--- config.mk ---
export PLATFORM = sky130hd
export DESIGN_NAME = acq_sequencer
export DESIGN_NICKNAME = d
export VERILOG_FILES = /design/src/rtl/acq_sequencer_pkg.sv /design/src/rtl/acq_period_timer.sv /design/src/rtl/acq_sequencer.sv
export SDC_FILE = /design/constraint.sdc
export NUM_CORES = 1
export LEC_CHECK = 0
export ABC_AREA = 1
export CELL_PAD_IN_SITES_DETAIL_PLACEMENT = 1
export CELL_PAD_IN_SITES_GLOBAL_PLACEMENT = 1
export CORE_ASPECT_RATIO = 2
export CORE_MARGIN = 3
export CORE_UTILIZATION = 42
export DETAILED_ROUTE_END_ITERATION = 10
export PLACE_DENSITY_LB_ADDON = 0.1
export SLEW_MARGIN = 20
export SYNTH_ARGS = -nofsm -noshare
export SYNTH_HDL_FRONTEND = slang
export SYNTH_SLANG_ARGS = --single-unit
--- constraint.sdc ---
create_clock -name clk -period 7.08 [get_ports clk]
set_clock_uncertainty 0.15 [all_clocks]
set_input_delay 1.416 -clock clk [delete_from_list [all_inputs] [get_ports clk]]
set_output_delay 1.416 -clock clk [all_outputs]
set_load 0.03 [all_outputs]
--- src/rtl/acq_sequencer_pkg.sv ---
// acq_sequencer_pkg: shared state encodings and helpers for the acquisition
// sequencer. The state encoding is also what the `state` output reports, so the
// values below are part of the external interface (IDLE=0 ... FAULT=6).
package acq_sequencer_pkg;

    typedef enum logic [2:0] {
        ST_IDLE      = 3'd0,
        ST_ARM       = 3'd1,
        ST_TRIGGER   = 3'd2,
        ST_WAIT_ACK  = 3'd3,
        ST_WAIT_DONE = 3'd4,
        ST_HOLDOFF   = 3'd5,
        ST_FAULT     = 3'd6
    } acq_state_e;

    // States in which a frame has been triggered and not yet completed.
    function automatic logic frame_in_flight(acq_state_e s);
        return (s == ST_TRIGGER) || (s == ST_WAIT_ACK) || (s == ST_WAIT_DONE);
    endfunction

endpackage

--- src/rtl/acq_period_timer.sv ---
// acq_period_timer: frame-period down-counter.
//   clk, rst      : clock, synchronous active-high reset (counter -> 0)
//   load/load_val : load the counter (wins over enable)
//   en            : decrement by one per cycle while non-zero
//   zero          : counter currently reads 0 (period has expired)
//   near          : counter reads 1, i.e. it reaches 0 at the end of this cycle
module acq_period_timer #(
    parameter int W = 24
) (
    input  logic         clk,
    input  logic         rst,
    input  logic         load,
    input  logic [W-1:0] load_val,
    input  logic         en,
    output logic         zero,
    output logic         near
);

    logic [W-1:0] cnt_q;

    always_ff @(posedge clk) begin
        if (rst) begin
            cnt_q <= '0;
        end else if (load) begin
            cnt_q <= load_val;
        end else if (en && (cnt_q != '0)) begin
            cnt_q <= cnt_q - W'(1);
        end
    end

    assign zero = (cnt_q == '0);
    assign near = (cnt_q == W'(1));

endmodule

--- src/rtl/acq_sequencer.sv ---
// acq_sequencer: frame acquisition sequencer driving an image transmitter.
//   cmd_start/cmd_stop/cmd_single : one-cycle commands; cmd_single sampled with cmd_start
//   frame_period / num_frames     : trigger spacing (0 treated as 1) / frame limit (0 = unlimited)
//   tx_busy / tx_in_progress      : transmitter config-intake busy / frame active
//   start_transmit                : one-cycle trigger; frame_done: one-cycle completion pulse
//   running, frame_count, overrun (sticky), fault, state (current encoding)
// Optional feature: define WATCHDOG_EN to add a WDOG_CYC-cycle watchdog over
// WAIT_ACK+WAIT_DONE that parks the sequencer in FAULT until cmd_stop.
module acq_sequencer
    import acq_sequencer_pkg::*;
#(
    parameter int PERIOD_W = 24,
    parameter int FCNT_W   = 16,
    parameter int WDOG_CYC = 2000000
) (
    input  logic                clk,
    input  logic                rst,
    input  logic                cmd_start,
    input  logic                cmd_stop,
    input  logic                cmd_single,
    input  logic [PERIOD_W-1:0] frame_period,
    input  logic [FCNT_W-1:0]   num_frames,
    input  logic                tx_busy,
    input  logic                tx_in_progress,
    output logic                start_transmit,
    output logic                running,
    output logic                frame_done,
    output logic [FCNT_W-1:0]   frame_count,
    output logic                overrun,
    output logic                fault,
    output logic [2:0]          state
);

    acq_state_e          state_q, state_d;
    logic [PERIOD_W-1:0] period_q;
    logic [FCNT_W-1:0]   limit_q, count_q, count_inc;
    logic                single_q, overrun_q, stop_pend_q;
    logic                tmr_load, tmr_en, tmr_zero, tmr_near;
    logic                set_overrun, last_frame, wd_hit;

    acq_period_timer #(.W(PERIOD_W)) u_timer (
        .clk      (clk),
        .rst      (rst),
        .load     (tmr_load),
        .load_val (period_q - PERIOD_W'(1)),
        .en       (tmr_en),
        .zero     (tmr_zero),
        .near     (tmr_near)
    );

`ifdef WATCHDOG_EN
    localparam int WD_W = $clog2(WDOG_CYC + 1);
    logic [WD_W-1:0] wd_cnt_q;

    always_ff @(posedge clk) begin
        if (rst)
            wd_cnt_q <= '0;
        else if (state_q == ST_WAIT_ACK || state_q == ST_WAIT_DONE)
            wd_cnt_q <= wd_cnt_q + WD_W'(1);
        else
            wd_cnt_q <= '0;
    end

    // Fires on the WDOG_CYC-th cycle spent waiting on the transmitter.
    assign wd_hit = (wd_cnt_q == WD_W'(WDOG_CYC - 1));
    assign fault  = (state_q == ST_FAULT);
`else
    assign wd_hit = 1'b0;
    assign fault  = 1'b0;
`endif

    assign count_inc  = (&count_q) ? count_q : count_q + FCNT_W'(1);
    // A stop arriving on the completion cycle itself still ends the run.
    assign last_frame = single_q || stop_pend_q || cmd_stop ||
                        ((limit_q != '0) && (count_inc == limit_q));

    always_comb begin
        state_d     = state_q;
        tmr_load    = 1'b0;
        tmr_en      = 1'b0;
        frame_done  = 1'b0;
        set_overrun = 1'b0;
        case (state_q)
            ST_IDLE:
                if (cmd_start && !tx_busy && !cmd_stop) state_d = ST_ARM;
            ST_ARM:
                state_d = cmd_stop ? ST_IDLE : ST_TRIGGER;
            ST_TRIGGER: begin
                tmr_load = 1'b1;
                state_d  = ST_WAIT_ACK;
            end
            ST_WAIT_ACK: begin
                tmr_en = 1'b1;
                if (wd_hit)              state_d = ST_FAULT;
                else if (tx_in_progress) state_d = ST_WAIT_DONE;
            end
            ST_WAIT_DONE: begin
                tmr_en = 1'b1;
                if (wd_hit) begin
                    state_d = ST_FAULT;
                end else if (!tx_in_progress) begin
                    frame_done = 1'b1;
                    if (last_frame) begin
                        state_d = ST_IDLE;
                    end else if (tmr_zero) begin
                        // period already elapsed during the frame: late trigger
                        set_overrun = 1'b1;
                        state_d     = ST_TRIGGER;
                    end else if (tmr_near) begin
                        // expires this cycle: triggering next cycle is on time
                        state_d = ST_TRIGGER;
                    end else begin
                        state_d = ST_HOLDOFF;
                    end
                end
            end
            ST_HOLDOFF: begin
                tmr_en = 1'b1;
                // near = timer reaches 0 this cycle, keeping triggers exactly
                // frame_period cycles apart.
                if (cmd_stop)                  state_d = ST_IDLE;
                else if (tmr_zero || tmr_near) state_d = ST_TRIGGER;
            end
            ST_FAULT:
                if (cmd_stop) state_d = ST_IDLE;
            default:
                state_d = ST_IDLE;
        endcase
    end

    always_ff @(posedge clk) begin
        if (rst) begin
            state_q     <= ST_IDLE;
            period_q    <= PERIOD_W'(1);
            limit_q     <= '0;
            single_q    <= 1'b0;
            count_q     <= '0;
            overrun_q   <= 1'b0;
            stop_pend_q <= 1'b0;
        end else begin
            state_q <= state_d;
            if (state_q == ST_IDLE && state_d == ST_ARM)
                single_q <= cmd_single;
            if (state_q == ST_ARM) begin
                period_q  <= (frame_period == '0) ? PERIOD_W'(1) : frame_period;
                limit_q   <= num_frames;
                count_q   <= '0;
                overrun_q <= 1'b0;
            end
            if (frame_done)  count_q   <= count_inc;
            if (set_overrun) overrun_q <= 1'b1;
            if (state_d == ST_IDLE || state_q == ST_ARM)
                stop_pend_q <= 1'b0;
            else if (cmd_stop && frame_in_flight(state_q))
                stop_pend_q <= 1'b1;
        end
    end

    assign start_transmit = (state_q == ST_TRIGGER);
    assign running        = (state_q != ST_IDLE) && (state_q != ST_FAULT);
    assign frame_count    = count_q;
    assign overrun        = overrun_q;
    assign state          = state_q;

endmodule

==> summary.md <==
| Metric | Value |
|---|---|
| Status | `finished, final reports clean` |
| Die H | `about 160 um` |
| Synth unique cells | `44` |
| Drt drc | `0` |
| Final period util | `0.683` |
| Ys flop type | `dfxtp_1` |
| Die area | `~14000 um2` |
| Worst-case reg-to-reg path depth | `16` |
| Min-delay worst type | `reg -> reg` |
| Leak | `2.58 nW` |
| Worst Path Required | `about 5500 ps` |
| Part of the Yosys area used for sequential elements | `0.333` |
| Syn Nets | `just under 900` |
| Postcts setup bufs | `0` |
| Reg clk slew, reported paths | `60 ps` |
| Area of the multi-input gates | `just under 3000 um2` |
| CTS tree | `yes` |
| First-pass GRT wire length | `29900 um` |
| Fmax | `around 210 MHz` |
| Crit path time final | `~4800 ps` |
| Final wirelength | `around 19000 um` |
| Initial antenna violation count | `0` |
| Layout filler cell count | `between 1500 and 2000` |
| CP Class | `in -> out` |
| Post-CTS Resized | `0` |
| GRT Util Overall | `0.276` |
| Number of global-route vias before repair | `between 6000 and 7000` |
| Post-Synthesis Cell Area | `~5200 um2` |
| RSZ-0062 raised after global routing | `false` |
| Routed vias | `between 5000 and 6000` |
| Inserted Clock Buffers | `9` |
| Ys Warns | `0` |
| Number of antenna diodes | `0` |
| Gr ovfl total | `0` |
| Routed len/inst | `18.1 um` |
| Final TNS setup | `0 ps` |
| Via density | `5.56` |
| Worst-path maximum fanout | `7` |
| CORE AREA | `between 10000 and 15000 um2` |
| Crit path arrival time | `approximately 3300 ps` |
| Rows | `56` |
| Detailed Route Iter0 Violations | `between 150 and 200` |
| Sink Count | `86` |
| Final Max Slew Viols | `0` |
| Cells after Synth | `about 800` |
| Pin count of the biggest net entering global routing | `34` |
| CTS Buffer Depth | `2` |
| Critical path startpoint category | `input pin` |
| Total power | `roughly 1.3 mW` |
| Crit end category | `primary output` |
| CP Depth | `3` |
| Worst path bufs/invs | `2` |
| Pwr per Cell Area | `between 200 and 250 nW/um2` |
| Mean Syn Cell Area | `6.35 um2` |
| CTS hold repair buffers | `0` |
| H-tree lvl count | `3` |
| Number of synthesized flops with an enable pin | `0` |
| Hold Violations, Final | `0` |
| Layout cells sized above 1 | `0.0477` |
| Highest-delay cell along the critical path | `clkdlybuf4s50_1` |
| Root buffer cell | `clkbuf_16` |
| Final-report setup violation count | `0` |
| Max-Cap Viols | `0` |
| Die Wd | `~84 um` |
| Nets | `926` |
| Register area | `~1700 um2` |
| Synthesis-stage register bit count | `86` |
| CP dominant cell by count | `clkdlybuf4s50_1` |
| Pre-antenna DRT Iters | `4` |
| # port buffers | `a little under 70` |
| Clock latency on the worst-skew pair | `340 ps` |
| Chain of cells forming the critical path | `clkdlybuf4s50_1 -> nor2_1 -> clkdlybuf4s50_1` |
| Max incr delay on CP | `approximately 790 ps` |
| DP HPWL | `14900 um` |
| Critical path's top delay family | `buffers and inverters` |
| # IOs | `71` |
| VDD IR max | `roughly 0.13 mV` |
| Area Growth Syn to Fin | `22.1%` |
| Max_slew headroom | `0.538` |
| Worst Hold Path Cells | `2` |
| Ys async rst share | `0` |
| Routability cong. | `0.945` |
| Initial Util | `0.434` |
| Antenna viol nets, final | `0` |
| Worst Tran Pin Value | `roughly 700 ps` |
==> worst register-to-register path, delay by kind of cell, from the launching register on <==
family / cells / cell delay, ps
buffers and inverters: 2 / 270
adder cells (fa/ha/maj): 1 / 310
AND/OR/NAND/NOR: 10 / 1190
AO/OA/AOI/OAI: 3 / 530
flip-flops: 1 / 500
==> cell families after synthesis <==
logic type | Yosys count | synth area share
fa+ha+maj | 4 | 0.00968
buf+inv | 145 | 0.110
other cells | 1 | 0.000725
flops | 86 | 0.333
xor+xnor | 18 | 0.0305
mux | 1 | 0.00194
compound gates | 168 | 0.185
simple gates | 391 | 0.329
==> registers in the layout (all words and copies together) (netlist names) <==
register	flops
period_q	24
overrun	1
frame_count	16
limit_q	16
state	3
u_timer.cnt_q	24
stop_pend_q	1
single_q	1
==> path summary, 6_finish.rpt <==
kind                                                     start                             end  slack [ps]
worst max-delay path                            tx_in_progress                      frame_done        2250
worst min-delay path            u_timer.cnt_q[23]$_SDFFE_PP0P_  u_timer.cnt_q[23]$_SDFFE_PP0P_         330
worst max register to register     frame_count[0]$_SDFFE_PP0P_        stop_pend_q$_SDFFE_PP0P_        4030
worst min register to register  u_timer.cnt_q[23]$_SDFFE_PP0P_  u_timer.cnt_q[23]$_SDFFE_PP0P_         330
==> report_power, final <==
part | leakage (nW) | total (mW) | switching [mW] | internal [mW]
Clock | 0.165 | 0.542 | 0.200 | 0.343
Sequential | 0.695 | 0.511 | 0.0133 | 0.497
Combinational | 1.72 | 0.222 | 0.141 | 0.0815
==> synthesized netlist by cell type (11+ instances only) <==
master	n	area, um2
clkbuf_1	18	67.6
o22ai_1	11	68.8
xor2_1	14	123
inv_1	117	439
nand4_1	22	138
o21ai_0	70	350
nand3_1	55	275
nand2_1	185	694
dfxtp_1	86	1720
nor2_1	89	334
a21oi_1	50	250
nor4_1	12	75.1
nor3_1	12	60.1
==> cell type report <==
class / instances / share of cell area
clock buffer: 9 / 0.0357
clock inverter: 7 / 0.0178
inverter: 120 / 0.0713
timing repair buffer: 75 / 0.117
sequential: 86 / 0.273
multi-input combinational: 583 / 0.457
tap: 145 / 0.0287
==> layer usage <==
layer,part of all wire,GRT usage,vias to the layer above
met4,0.061,0.166,0
met3,0.023,0.0329,61
met2,0.59,0.581,115
li1,-,-,2816
met5,0,0,-
met1,0.32,0.232,2707
==> per-stage QoR <==
step,hold WS [ps],setup slack [ps],std cells,util,area [um2]
after floorplan,294,3100,814,-,5170
after global placement,308,2260,1009,0.502,5980
after detailed placement,321,2240,1009,0.502,5980
after CTS,331,2240,1025,0.530,6310
after global routing,366,2180,1025,0.530,6310
final,328,2250,1025,0.530,6310
==> cell usage in the layout, fill, tap and decap left out, types with 2 or more instances in the layout <==
cell             netlist  routed
bufinv_16              0       3
nor2_1                89      87
a21oi_1               50      50
o21ai_0               70      70
nor2_4                 3       3
clkdlybuf4s50_1        0      69
buf_4                  1       6
a31oi_1                5       5
o21bai_1               4       4
o311ai_0               2       2
dfxtp_1               86      86
nor4_1                12      12
a211oi_1               3       3
ha_1                   4       4
clkinv_2               0       3
inv_2                  3       3
nand2_1              185     185
nand3_1               55      55
nor3_1                12      12
a22oi_1                3       3
o32ai_1                2       2
xor2_1                14      14
nand4_1               22      22
nand2_2                5       5
nor2_2                 3       5
xnor2_1                4       4
a311oi_1               5       5
clkbuf_16              0       9
o21ai_1                2       2
inv_1                117     117
o31ai_1                2       2
o211ai_1               5       5
o22ai_1               11      11
Note: power is estimated with default switching activity, not from simulation.
